$ cat config.mk
export PLATFORM = sky130hd
export DESIGN_NAME = uart_tx_fifo_flat
export DESIGN_NICKNAME = d
export VERILOG_FILES = /design/src/rtl/uart_pkg.sv /design/src/rtl/uart_tx_fifo_if.sv /design/src/rtl/uart_bit_timer.sv /design/src/rtl/uart_tx_fifo.sv /design/src/flat_wrapper.sv
export SDC_FILE = /design/constraint.sdc
export NUM_CORES = 1
export LEC_CHECK = 0
export CAP_MARGIN = 10
export CORE_MARGIN = 5
export CORE_UTILIZATION = 45
export DETAILED_ROUTE_END_ITERATION = 16
export GPL_ROUTABILITY_DRIVEN = 1
export PLACE_DENSITY = 0.62
export SLEW_MARGIN = 20
export SYNTH_ARGS = -nofsm -noshare
export SYNTH_HDL_FRONTEND = slang
export SYNTH_SLANG_ARGS = --single-unit
$ cat constraint.sdc
create_clock -name clk -period 2.9 [get_ports clk]
set_clock_uncertainty 0.05 [all_clocks]
set_input_delay 0.435 -clock clk [delete_from_list [all_inputs] [get_ports clk]]
set_output_delay 0.435 -clock clk [all_outputs]
set_load 0.02 [all_outputs]
$ cat src/rtl/uart_pkg.sv
// Shared definitions for the UART transmit path (and the matching receiver).
//   tx_state_t : transmitter frame states
//   PAR_*      : encodings of the PARITY parameter
//   baud_div   : clock cycles per UART bit for a given clock and baud rate
package uart_pkg;

  typedef enum logic [2:0] {IDLE, START, DATA, PAR, STOP} tx_state_t;

  localparam int PAR_NONE = 0;
  localparam int PAR_EVEN = 1;
  localparam int PAR_ODD  = 2;

  // Rounded to the nearest integer so the baud error stays within half a cycle.
  function automatic int baud_div(input int clk_hz, input int baud);
    return (clk_hz + baud / 2) / baud;
  endfunction

endpackage

$ cat src/rtl/uart_tx_fifo_if.sv
// Read port of a show-ahead FIFO.
//   fifo_data  : head word, valid whenever fifo_empty is low
//   fifo_empty : FIFO empty flag
//   fifo_rd    : pop strobe, one cycle per word
// master = the reader (drives fifo_rd), slave = the FIFO.
interface uart_tx_fifo_if #(
  parameter int DATA_W = 8
);
  logic [DATA_W-1:0] fifo_data;
  logic              fifo_empty;
  logic              fifo_rd;

  modport master (input fifo_data, input fifo_empty, output fifo_rd);
  modport slave  (output fifo_data, output fifo_empty, input fifo_rd);
endinterface

$ cat src/rtl/uart_bit_timer.sv
// Bit-period timer shared by the UART transmitter and receiver.
//   clk  : system clock
//   rst  : synchronous active-high reset (count -> 0)
//   load : restart the count at CLKS_PER_BIT-1
//   done : high on the last cycle of each bit period
// After a period ends the count reloads by itself, so consecutive bits need
// no further load pulses.
module uart_bit_timer #(
  parameter int CLKS_PER_BIT = 434
) (
  input  logic clk,
  input  logic rst,
  input  logic load,
  output logic done
);

  localparam int            TW   = (CLKS_PER_BIT > 1) ? $clog2(CLKS_PER_BIT) : 1;
  localparam logic [TW-1:0] LAST = TW'(CLKS_PER_BIT - 1);

  logic [TW-1:0] cnt_reg;

  always_ff @(posedge clk) begin
    if (rst) begin
      cnt_reg <= '0;
    end else if (load || (cnt_reg == '0)) begin
      cnt_reg <= LAST;
    end else begin
      cnt_reg <= cnt_reg - TW'(1);
    end
  end

  assign done = (cnt_reg == '0);

endmodule

$ cat src/rtl/uart_tx_fifo.sv
// UART transmitter draining a show-ahead FIFO.
//   clk   : system clock
//   rst   : synchronous active-high reset
//   fifo  : FIFO read port (master side: fifo_data, fifo_empty in; fifo_rd out)
//   tx    : serial line, idle high, registered
//   busy  : high while a frame is in progress
// Frame: start bit, DATA_W data bits LSB first, optional parity, STOP_BITS
// stop bits, each held CLKS_PER_BIT cycles. At least one idle cycle always
// separates frames because the pop can only happen in IDLE.
module uart_tx_fifo
  import uart_pkg::*;
#(
  parameter int CLKS_PER_BIT = baud_div(50_000_000, 115_200),
  parameter int DATA_W       = 8,
  parameter int PARITY       = PAR_NONE,
  parameter int STOP_BITS    = 1
) (
  input  logic                  clk,
  input  logic                  rst,
  uart_tx_fifo_if.master        fifo,
  output logic                  tx,
  output logic                  busy
);

  if (CLKS_PER_BIT < 2 ||
      (PARITY != PAR_NONE && PARITY != PAR_EVEN && PARITY != PAR_ODD) ||
      (STOP_BITS != 1 && STOP_BITS != 2)) begin : g_param_check
    $error("uart_tx_fifo: illegal CLKS_PER_BIT, PARITY or STOP_BITS");
  end

  localparam int CW = $clog2(DATA_W) + 1;

  tx_state_t          state_reg, state_next;
  logic [DATA_W-1:0]  shreg_reg, shreg_next;
  logic [CW-1:0]      bit_cnt_reg, bit_cnt_next;
  logic               par_reg, par_next;
  logic               tx_reg, tx_next;
  logic               load;
  logic               bit_done;

  // Pop only from IDLE, and never while reset is asserted.
  assign fifo.fifo_rd = (state_reg == IDLE) && !fifo.fifo_empty && !rst;
  assign load         = fifo.fifo_rd;
  assign tx           = tx_reg;
  assign busy         = (state_reg != IDLE);

  uart_bit_timer #(
    .CLKS_PER_BIT (CLKS_PER_BIT)
  ) u_bit_timer (
    .clk  (clk),
    .rst  (rst),
    .load (load),
    .done (bit_done)
  );

  always_ff @(posedge clk) begin
    if (rst) begin
      state_reg   <= IDLE;
      shreg_reg   <= '0;
      bit_cnt_reg <= '0;
      par_reg     <= 1'b0;
      tx_reg      <= 1'b1;
    end else begin
      state_reg   <= state_next;
      shreg_reg   <= shreg_next;
      bit_cnt_reg <= bit_cnt_next;
      par_reg     <= par_next;
      tx_reg      <= tx_next;
    end
  end

  always_comb begin
    state_next   = state_reg;
    shreg_next   = shreg_reg;
    bit_cnt_next = bit_cnt_reg;
    par_next     = par_reg;
    tx_next      = tx_reg;

    unique case (state_reg)
      IDLE: begin
        tx_next = 1'b1;
        if (fifo.fifo_rd) begin
          state_next   = START;
          shreg_next   = fifo.fifo_data;
          bit_cnt_next = '0;
          // Parity is taken from the word as popped; the shift register
          // is destroyed while the data bits go out.
          par_next     = (^fifo.fifo_data) ^ (PARITY == PAR_ODD);
          tx_next      = 1'b0;
        end
      end

      START: begin
        if (bit_done) begin
          state_next   = DATA;
          tx_next      = shreg_reg[0];
          shreg_next   = shreg_reg >> 1;
          bit_cnt_next = '0;
        end
      end

      DATA: begin
        if (bit_done) begin
          if (bit_cnt_reg == CW'(DATA_W - 1)) begin
            bit_cnt_next = '0;
            if (PARITY != PAR_NONE) begin
              state_next = PAR;
              tx_next    = par_reg;
            end else begin
              state_next = STOP;
              tx_next    = 1'b1;
            end
          end else begin
            tx_next      = shreg_reg[0];
            shreg_next   = shreg_reg >> 1;
            bit_cnt_next = bit_cnt_reg + CW'(1);
          end
        end
      end

      PAR: begin
        if (bit_done) begin
          state_next   = STOP;
          tx_next      = 1'b1;
          bit_cnt_next = '0;
        end
      end

      STOP: begin
        tx_next = 1'b1;
        // bit_cnt_reg counts stop bits here.
        if (bit_done) begin
          if (bit_cnt_reg == CW'(STOP_BITS - 1)) begin
            state_next   = IDLE;
            bit_cnt_next = '0;
          end else begin
            bit_cnt_next = bit_cnt_reg + CW'(1);
          end
        end
      end

      default: begin
        state_next = IDLE;
        tx_next    = 1'b1;
      end
    endcase
  end

endmodule

$ cat src/flat_wrapper.sv
// flat-port wrapper written by rule: the top's interface ports become plain ports
module uart_tx_fifo_flat import uart_pkg::*;
#(
  parameter int CLKS_PER_BIT = baud_div(50_000_000, 115_200),
  parameter int DATA_W       = 8,
  parameter int PARITY       = PAR_NONE,
  parameter int STOP_BITS    = 1
)
  (clk, rst, tx, busy, fifo_fifo_data, fifo_fifo_empty, fifo_fifo_rd);
  uart_tx_fifo_if #(.DATA_W(DATA_W)) fifo_i ();
  input  logic clk;
  input  logic rst;
  output logic tx;
  output logic busy;
  input wire logic [$bits(fifo_i.fifo_data)-1:0] fifo_fifo_data;
  input wire logic [$bits(fifo_i.fifo_empty)-1:0] fifo_fifo_empty;
  output wire logic [$bits(fifo_i.fifo_rd)-1:0] fifo_fifo_rd;
  assign fifo_i.fifo_data = fifo_fifo_data;
  assign fifo_i.fifo_empty = fifo_fifo_empty;
  assign fifo_fifo_rd = fifo_i.fifo_rd;
  uart_tx_fifo #(.CLKS_PER_BIT(CLKS_PER_BIT), .DATA_W(DATA_W), .PARITY(PARITY), .STOP_BITS(STOP_BITS)) u_core (.clk(clk), .rst(rst), .fifo(fifo_i), .tx(tx), .busy(busy));
endmodule
==> flow_metrics.py <==
metrics = {
    "place": {
        "gp_congestion": 0.782,
        "place_area_mm2": 0.00145,
        "io_buffers": 13,
        "hpwl_um": 1820,
        "pre_cts_slack_ns": 0.480,
    },
    "cts": {
        "ctsResizeCount": 0,
        "cts_root_buffer": "clkbuf_4",
        "cts_setup_buffers": 0,
        "ctsHoldBuffers": 0,
        "cts_tree": "built",
        "worstSkewPairLatency_ns": 0.31,
        "cts_buffers": 3,
        "cts.path.max_buffers": 2,
        "clock_sinks": 25,
        "htreeDepth": 1,
        "path_clk_slew_ns": 0.14,
    },
    "setup_path": {
        "cp.required_ns": 2.41,
        "r2r_start": "u_core.u_bit_timer.cnt_reg[0]",
        "worstSetupStartpoint": "u_core.state_reg[2]",
        "critPathLaunchType": "flop",
        "crit_type": "flop to output port",
        "slowest_stage": "clkdlybuf4s50_1",
        "worstPathArrival_ns": 2.20,
        "endpoint_kind": "output port",
        "crit_chain": "or3_1, nand2b_1, inv_2, clkdlybuf4s50_1",
        "path_max_fanout": 11,
        "r2r_setup_slack_ns": 0.58,
        "critPathMaxStageDelay_ns": 0.61,
    },
    "sta": {
        "finalCritPeriodShare_pct": 92.5,
        "tightest_slew_ns": 0.596,
        "fin_tns_setup_ns": 0,
        "slew_headroom_pct": 60.0,
        "fmax_mhz": 373,
        "hold_viol_final": 0,
        "finalWorstSetupSlack_ns": 0.217,
        "rsz0062_at_grt": "false",
        "finalSetupViolCount": 0,
        "period_minus_slack_ns": 2.68,
        "final_max_slew_viol_count": 0,
    },
    "logic_synthesis": {
        "synth.avg_cell_area_um2": 8.60,
        "synthesis.area_mm2": 0.00129,
        "ys.flop_type": "dfxtp_1",
        "synthArstFlopShare_pct": 0,
        "yosysTopAreaCell": "dfxtp_1",
        "syn_nets": 164,
        "synth_cells": 150,
        "yosys-top-cells-area": "dfxtp_1, a21oi_1, mux2i_1, o21ai_1, or3_1",
        "yosysTopAreaCellShare_pct": 38.8,
        "synth_edf_count": 0,
        "ys_ff_latch": 25,
        "synth.distinct_cells": 40,
        "synth_common_cells": "dfxtp_1, a21oi_1, nor2_1",
        "yosys_warnings": 0,
        "post-synth-top-count-cell": "dfxtp_1",
        "ys_seq_area_share_pct": 38.8,
    },
    "grt": {
        "grt_pass1_vias": 969,
        "grt-ovfl-total": 0,
        "antenna_found_initial": 0,
        "grt_pass1_wl_um": 4390,
        "grt.total_usage_pct": 13.2,
        "grt_max_degree": 27,
    },
    "detailed_routing": {
        "drt-wirelength-per-cell_um": 13.2,
        "dr_total_vias": 1072,
        "dr.pass1.iters": 4,
        "ant_nets": 0,
        "drtIter0Drc": 14,
        "route.detailed.drc": 0,
        "viasPerCell": 5.55,
        "routed_wl_um": 2550,
    },
    "power": {
        "p_leak_nw": 0.511,
        "p_per_area_mw_per_mm2": 675,
        "max-vdd-ir-drop_mv": 0.332,
    },
    "layout": {
        "syn2layout_area_growth_pct": 14.5,
        "drive_gt1_share_pct": 8.02,
        "fin_nets": 177,
        "fillerInstances": 273,
        "largest_register_ffs": 9,
        "design_area_mm2": 0.00148,
        "diodes": 0,
    },
    "min_path": {
        "min-delay-path-class": "flop to flop",
        "worstHoldStart": "u_core.u_bit_timer.cnt_reg[8]",
    },
    "run": {
        "cap_violations": 0,
    },
    "die": {
        "dieArea_mm2": 0.00404,
        "core_mm2": 0.00276,
        "io_pins": 14,
        "die_w_um": 63.5,
        "row_count": 19,
        "initial_core_util_pct": 46.8,
        "die_h_um": 63.5,
    },
    "outcome": {
        "status": "finished, final reports clean",
    },
}
## cells by family after synthesis
logic type	Yosys count	share of synthesized area, %
buffers and inverters	15	4.46
multiplexers	8	6.30
adder cells (fa/ha/maj)	3	2.91
flip-flops	25	38.8
AO/OA/AOI/OAI	43	20.7
XOR/XNOR	5	3.39
AND/OR/NAND/NOR	51	23.5
## placed cells by master, fill, tap and decap left out, types with 3 or more instances in the layout
cell,netlist,layout
dfxtp_1,25,25
a21oi_1,18,18
clkdlybuf4s50_1,0,13
nor2_1,11,11
o21ai_1,10,10
or3_1,8,8
nand2_1,7,7
mux2i_1,7,7
inv_1,6,6
xnor2_1,5,5
nand2b_1,3,3
nor4_1,3,3
nand3_1,3,3
nor3_1,3,3
ha_1,3,3
clkbuf_4,0,3
buf_4,0,3
## critical path: cells and delay by family, from the launching register on
kind / cells / cell delay [ns]
DFF: 1 / 0.42
buffers and inverters: 2 / 0.74
and+or+nand+nor: 2 / 0.72
## stage by stage
stage	hold slack (ns)	instances	utilization, %	power, mW
global route	0.467	193	53.5	1.07
CTS	0.426	193	53.5	1.00
finish	0.427	193	53.5	0.996
global placement	0.405	189	52.6	0.837
floorplan	0.382	150	-	0.754
detailed placement	0.409	189	52.6	0.846
## worst paths after layout
kind,endpoint,depth (start not counted)
min reg2reg,u_core.u_bit_timer.cnt_reg[8],2
max,fifo_fifo_rd,4
min,u_core.u_bit_timer.cnt_reg[8],2
max reg2reg,u_core.bit_cnt_reg[3],7
## layout make-up
class	count	area, um^2	share of cell area [%]
Multi-Input combinational cell	110	732	49.6
Sequential cell	25	500	33.9
Timing Repair Buffer	16	153	10.3
Tap cell	31	38.8	2.63
Clock buffer	4	26.3	1.78
Inverter	7	26.3	1.78
## where the power goes
group          total, mW  internal (mW)  switching (mW)
clock              0.159         0.0538           0.105
combinational      0.367          0.177           0.190
sequential         0.470          0.408          0.0619
## per-layer routing
layer / vias to the layer above / wire [um] / track usage [%]
li1: 569 / - / -
met5: - / 0 / 0
met3: 4 / 71 / 2.84
met4: 0 / 31 / 4.94
met1: 485 / 1390 / 18.7
met2: 14 / 1050 / 19.5
Power figures use the tool's default switching activity.
